**src/rtl/playback_note_scheduler.sv**
```systemverilog
// Playback sequencer: scans note-storage entries against a per-pass time snapshot
// and publishes which keys are sounding, with on/off edge pulses per update.
module playback_note_scheduler #(
    parameter int ADDR_WIDTH  = 7,
    parameter int DEPTH       = 101,
    parameter int NUM_NOTES   = 24,
    parameter int ID_WIDTH    = 5,
    parameter int TIME_WIDTH  = 29,
    parameter int ENTRY_WIDTH = ID_WIDTH + 2 * TIME_WIDTH
) (
    input  logic                   clk,
    input  logic                   reset,
    input  logic                   startPlayback,
    input  logic                   stopPlayback,
    input  logic [TIME_WIDTH-1:0]  microSecondCounter,
    output logic                   resetTimer,
    output logic                   memRequest,
    input  logic                   memGrant,
    output logic [ADDR_WIDTH-1:0]  noteReadAddress,
    input  logic [ENTRY_WIDTH-1:0] retrievedNoteData,
    output logic [NUM_NOTES-1:0]   activeNotes,
    output logic [NUM_NOTES-1:0]   noteOnPulse,
    output logic [NUM_NOTES-1:0]   noteOffPulse,
    output logic                   eventValid,
    output logic                   busy,
    output logic                   donePulse
);

    typedef enum logic [2:0] {
        IDLE, CLRTIME, SNAP, ISSUE, WAIT, EVAL, PUBLISH, DONE
    } stateType;

    stateType state, nextState;

    logic [TIME_WIDTH-1:0] timeSnap;
    logic [NUM_NOTES-1:0]  nextActive;
    logic                  allFinished;
    logic                  sawEntry;

    logic [ID_WIDTH-1:0]   entryId;
    logic [TIME_WIDTH-1:0] entryStart;
    logic [TIME_WIDTH-1:0] entryEnd;
    logic                  entryEmpty;
    logic                  entrySounding;
    logic                  entryOpen;
    logic                  lastAddr;
    logic [NUM_NOTES-1:0]  idMask;
    logic                  stopNow;

    always_comb begin
        entryId       = retrievedNoteData[ENTRY_WIDTH-1 -: ID_WIDTH];
        entryStart    = retrievedNoteData[2*TIME_WIDTH-1 -: TIME_WIDTH];
        entryEnd      = retrievedNoteData[TIME_WIDTH-1:0];
        entryEmpty    = (entryStart == '0) && (entryEnd == '0);
        entryOpen     = (entryEnd == '0) || (entryEnd > timeSnap);
        entrySounding = (entryStart <= timeSnap) && entryOpen;
        lastAddr      = (noteReadAddress == ADDR_WIDTH'(DEPTH - 1));
        idMask        = '0;
        // Ids beyond the keyboard range are stored but never sound.
        if (int'(entryId) < NUM_NOTES)
            idMask = {{(NUM_NOTES-1){1'b0}}, 1'b1} << entryId;
        stopNow       = stopPlayback && (state != IDLE);
    end

    always_ff @(posedge clk) begin
        if (reset)
            state <= IDLE;
        else
            state <= nextState;
    end

    always_comb begin
        nextState = state;
        if (stopNow) begin
            nextState = IDLE;
        end else begin
            unique case (state)
                IDLE:    if (startPlayback) nextState = CLRTIME;
                CLRTIME: nextState = SNAP;
                SNAP:    nextState = ISSUE;
                ISSUE:   if (memGrant) nextState = WAIT;
                WAIT:    nextState = memGrant ? EVAL : ISSUE;
                EVAL:    nextState = (entryEmpty || lastAddr) ? PUBLISH : ISSUE;
                PUBLISH: nextState = (allFinished || !sawEntry) ? DONE : SNAP;
                DONE:    nextState = IDLE;
                default: nextState = IDLE;
            endcase
        end
    end

    always_comb begin
        resetTimer = (state == CLRTIME);
        memRequest = ((state == ISSUE) || (state == WAIT)) && !stopPlayback;
        busy       = (state != IDLE);
    end

    // The read address register doubles as the scan pointer, so it holds on stop.
    always_ff @(posedge clk) begin
        if (reset) begin
            timeSnap        <= '0;
            nextActive      <= '0;
            allFinished     <= 1'b0;
            sawEntry        <= 1'b0;
            noteReadAddress <= '0;
            activeNotes     <= '0;
            noteOnPulse     <= '0;
            noteOffPulse    <= '0;
            eventValid      <= 1'b0;
            donePulse       <= 1'b0;
        end else begin
            noteOnPulse  <= '0;
            noteOffPulse <= '0;
            eventValid   <= 1'b0;
            donePulse    <= 1'b0;
            if (stopNow) begin
                activeNotes  <= '0;
                noteOffPulse <= activeNotes;
                eventValid   <= |activeNotes;
            end else begin
                case (state)
                    SNAP: begin
                        timeSnap        <= microSecondCounter;
                        noteReadAddress <= '0;
                        nextActive      <= '0;
                        allFinished     <= 1'b1;
                        sawEntry        <= 1'b0;
                    end
                    EVAL: begin
                        if (!entryEmpty) begin
                            sawEntry <= 1'b1;
                            if (entrySounding)
                                nextActive <= nextActive | idMask;
                            if (entryOpen)
                                allFinished <= 1'b0;
                            if (!lastAddr)
                                noteReadAddress <= noteReadAddress + 1'b1;
                        end
                    end
                    PUBLISH: begin
                        activeNotes  <= nextActive;
                        noteOnPulse  <= nextActive & ~activeNotes;
                        noteOffPulse <= activeNotes & ~nextActive;
                        eventValid   <= 1'b1;
                    end
                    DONE: begin
                        donePulse    <= 1'b1;
                        activeNotes  <= '0;
                        noteOffPulse <= activeNotes;
                        eventValid   <= |activeNotes;
                    end
                    default: ;
                endcase
            end
        end
    end

endmodule

```
**config.mk**
```make
export PLATFORM = sky130hd
export DESIGN_NAME = playback_note_scheduler
export DESIGN_NICKNAME = d
export VERILOG_FILES = /design/src/rtl/playback_note_scheduler.sv
export SDC_FILE = /design/constraint.sdc
export NUM_CORES = 1
export LEC_CHECK = 0
export BUFFER_PORTS_ARGS = -buffer_cell sky130_fd_sc_hd__buf_2
export CORE_MARGIN = 2
export CORE_UTILIZATION = 30
export CTS_CLUSTER_SIZE = 24
export DETAILED_ROUTE_END_ITERATION = 7
export HOLD_SLACK_MARGIN = 0.12
export PLACE_DENSITY_LB_ADDON = 0.2
export RECOVER_POWER = 50
export SLEW_MARGIN = 25
export SYNTH_ARGS = -nofsm -noshare
export SYNTH_HDL_FRONTEND = slang
export SYNTH_SLANG_ARGS = --single-unit
```
**constraint.sdc**
```tcl
create_clock -name clk -period 3.7 [get_ports clk]
set_input_delay 0.555 -clock clk [delete_from_list [all_inputs] [get_ports clk]]
set_output_delay 0.555 -clock clk [all_outputs]
set_load 0.02 [all_outputs]
```
==> flow_metrics.py <==
metrics = {
    "sta": {
        "setup_tns_ns": 0,
        "final_max_slew_viol_count": 0,
        "fin_crit_sh_pct": 77.9,
        "fin_crit_ns": 2.88,
        "setup-violations-final": 0,
        "rsz0062_at_grt": "no",
        "slew_headroom_pct": 1.69,
        "fin_skew_ns": 0.0117,
        "tightest_slew_ns": 1.47,
        "fmax_mhz": 347,
        "finalHoldViolations": 0,
        "finalHoldWorstSlack_ns": 0.364,
        "finalWorstSetupSlack_ns": 0.817,
    },
    "worst_setup_path": {
        "startpoint_type": "flop",
        "cp_data_arrival_time_ns": 3.23,
        "rr_worst_depth": 7,
        "critical_path_class": "reg2reg",
        "cp_max_fo": 11,
        "required_ns": 4.04,
        "end_kind": "flop",
    },
    "power": {
        "peakVddDrop_mv": 0.257,
        "cellPowerDensity_nw_per_um2": 490,
        "p_leak_uw": 0.00320,
    },
    "floorplan": {
        "dieWidth_um": 151,
        "fp.dieH_um": 151,
        "fp-row-count": 53,
        "core-area_um2": 21000,
        "ioPinCount": 181,
        "die_area_um2": 22700,
        "initial_core_util_pct": 30.6,
    },
    "global_routing": {
        "grt_pass1_vias": 5561,
        "grt_usage_pct": 16.9,
        "grt_max_degree": 62,
        "grt-ovfl-total": 0,
        "grt_pass1_wl_um": 29800,
        "antenna_found_initial": 1,
    },
    "flow_run": {
        "max-cap-violations": 0,
    },
    "synthesis": {
        "netlist_instances": 738,
        "synth.most_common_cell": "dfxtp_1",
        "synthFlopType": "dfxtp_1",
        "async_reset_ff_share_pct": 0,
        "ys_seq_elements": 139,
        "synth_largest_area_cell": "dfxtp_1",
        "syn_area_um2": 6440,
        "ys_seq_area_share_pct": 43.2,
        "synthTopCellsByArea": "dfxtp_1 (43%), ha_1 (12%), nand2_1 (6.0%)",
        "synth.distinct_cells": 52,
        "yosys-top-cells-count": "dfxtp_1 (139), nand2_1 (103), ha_1 (60), a21oi_1 (57), nor2_1 (54)",
        "syn_nets": 895,
        "ys_warn_count": 0,
        "synth_edf_count": 0,
        "yosysTopAreaCellShare_pct": 43.2,
        "synth.avg_cell_area_um2": 8.73,
    },
    "cells_and_area": {
        "fillers": 2191,
        "fin_util_pct": 38.7,
        "fin_nets": 1067,
        "num_antenna_cells": 0,
        "syn_to_final_growth_pct": 26.2,
        "layout-drive-gt1-share_pct": 15.8,
    },
    "outcome": {
        "outcome": "finished, final reports clean",
    },
    "route": {
        "drt_iter0_drc": 295,
        "highest_layer": "met5",
        "drt-total-wl_um": 19000,
        "ant_nets": 0,
        "met2_length_um": 8290,
        "drt-pass1-iter-count": 5,
        "vias": 5846,
        "drt_drc_violations_left": 0,
        "drt-met1-wl_um": 9180,
        "viasPerCell": 4.88,
        "post_drt_wl_per_cell_um": 15.9,
        "wl_met3_um": 1320,
    },
    "cts": {
        "cts_hold_buf": 0,
        "cts_setup_buffers": 0,
        "clk_pin_slew_ns": 0.06,
        "clock_sinks": 139,
        "clockBufferDepth": 2,
        "cts_tree": "built",
        "root_buffer": "clkbuf_16",
        "cts.htree.levels": 4,
        "ctsResizeCount": 0,
        "numCtsBuffers": 17,
        "insertion_delay_ns": 0.43,
    },
    "placement": {
        "io_buffers": 180,
        "hpwl_um": 14100,
        "gp_congestion": 0.810,
        "post-place-ws_ns": 0.730,
    },
    "hold_path": {
        "min_path_cells": 3,
        "hold_class": "in2reg",
    },
}
==> critical path, cell delays in order, from the launching register on <==
cell,delay (ns)
dfxtp_1,0.59
inv_1,0.28
or2_0,0.49
a21oi_2,0.33
a21boi_0,0.31
o31a_1,0.35
nand4_1,0.23
o31ai_1,0.23
==> cell type report <==
class,count,area [um2],area share (%)
multi-input cells,528,3400,41.8
flip-flops and latches,139,2780,34.2
repair buffers,188,856,10.5
clock buffers,19,453,5.57
well taps,275,344,4.23
clock inverters,12,163,2.00
inverters,36,135,1.66
==> logic make-up after synthesis <==
family          count (synthesis)  share of synthesized area (%)
compound gates                176                           16.7
xor+xnor                        3                          0.408
flops                         139                           43.2
buf+inv                        71                           4.27
simple gates                  289                           23.7
fa+ha+maj                      60                           11.7
==> flip-flops by register name (all words and copies together), names as in the netlist <==
signal / flops
allFinished: 1
state: 3
noteReadAddress: 7
noteOnPulse: 24
noteOffPulse: 24
timeSnap: 29
eventValid: 1
activeNotes: 24
nextActive: 24
donePulse: 1
sawEntry: 1
==> layout by cell type, fill, tap and decap left out, types with 17 or more instances in the layout <==
cell,n
dfxtp_1,139
nand2_1,103
buf_2,99
clkbuf_1,82
ha_1,60
a21oi_1,57
nor2_1,53
o21ai_0,47
inv_1,36
nor3b_1,24
and3b_1,24
o22ai_1,22
nor4_1,21
clkbuf_16,17
==> stage by stage <==
stage,total power (uW),instance area (um2),cells
detailed placement,2220,7620,1166
global route,4180,8130,1197
global placement,2220,7620,1166
CTS,4030,8230,1197
finish,3980,8130,1197
floorplan,2000,6440,738
==> power breakdown <==
group	leakage (uW)	internal, uW	switching, uW
registers	0.00112	1540	56.7
logic	0.00178	223	367
clock network	0.000302	1100	691
==> per-layer routing <==
metal	GRT usage [%]	vias to the layer above
li1	-	2995
met1	23.2	2675
met2	25.6	153
met3	5.30	21
met4	4.62	2
met5	0	-
==> path summary, 6_finish.rpt <==
| check | to | start | slack [ns] |
|---|---|---|---|
| worst max-delay path | nextActive[12] | state[0] | 0.82 |
| worst min-delay path | timeSnap[22] | microSecondCounter[22] | 0.36 |
| worst max register to register | nextActive[12] | state[0] | 0.82 |
| worst min register to register | timeSnap[16] | timeSnap[16] | 0.45 |
No activity file was read; power rests on OpenSTA's default activity.
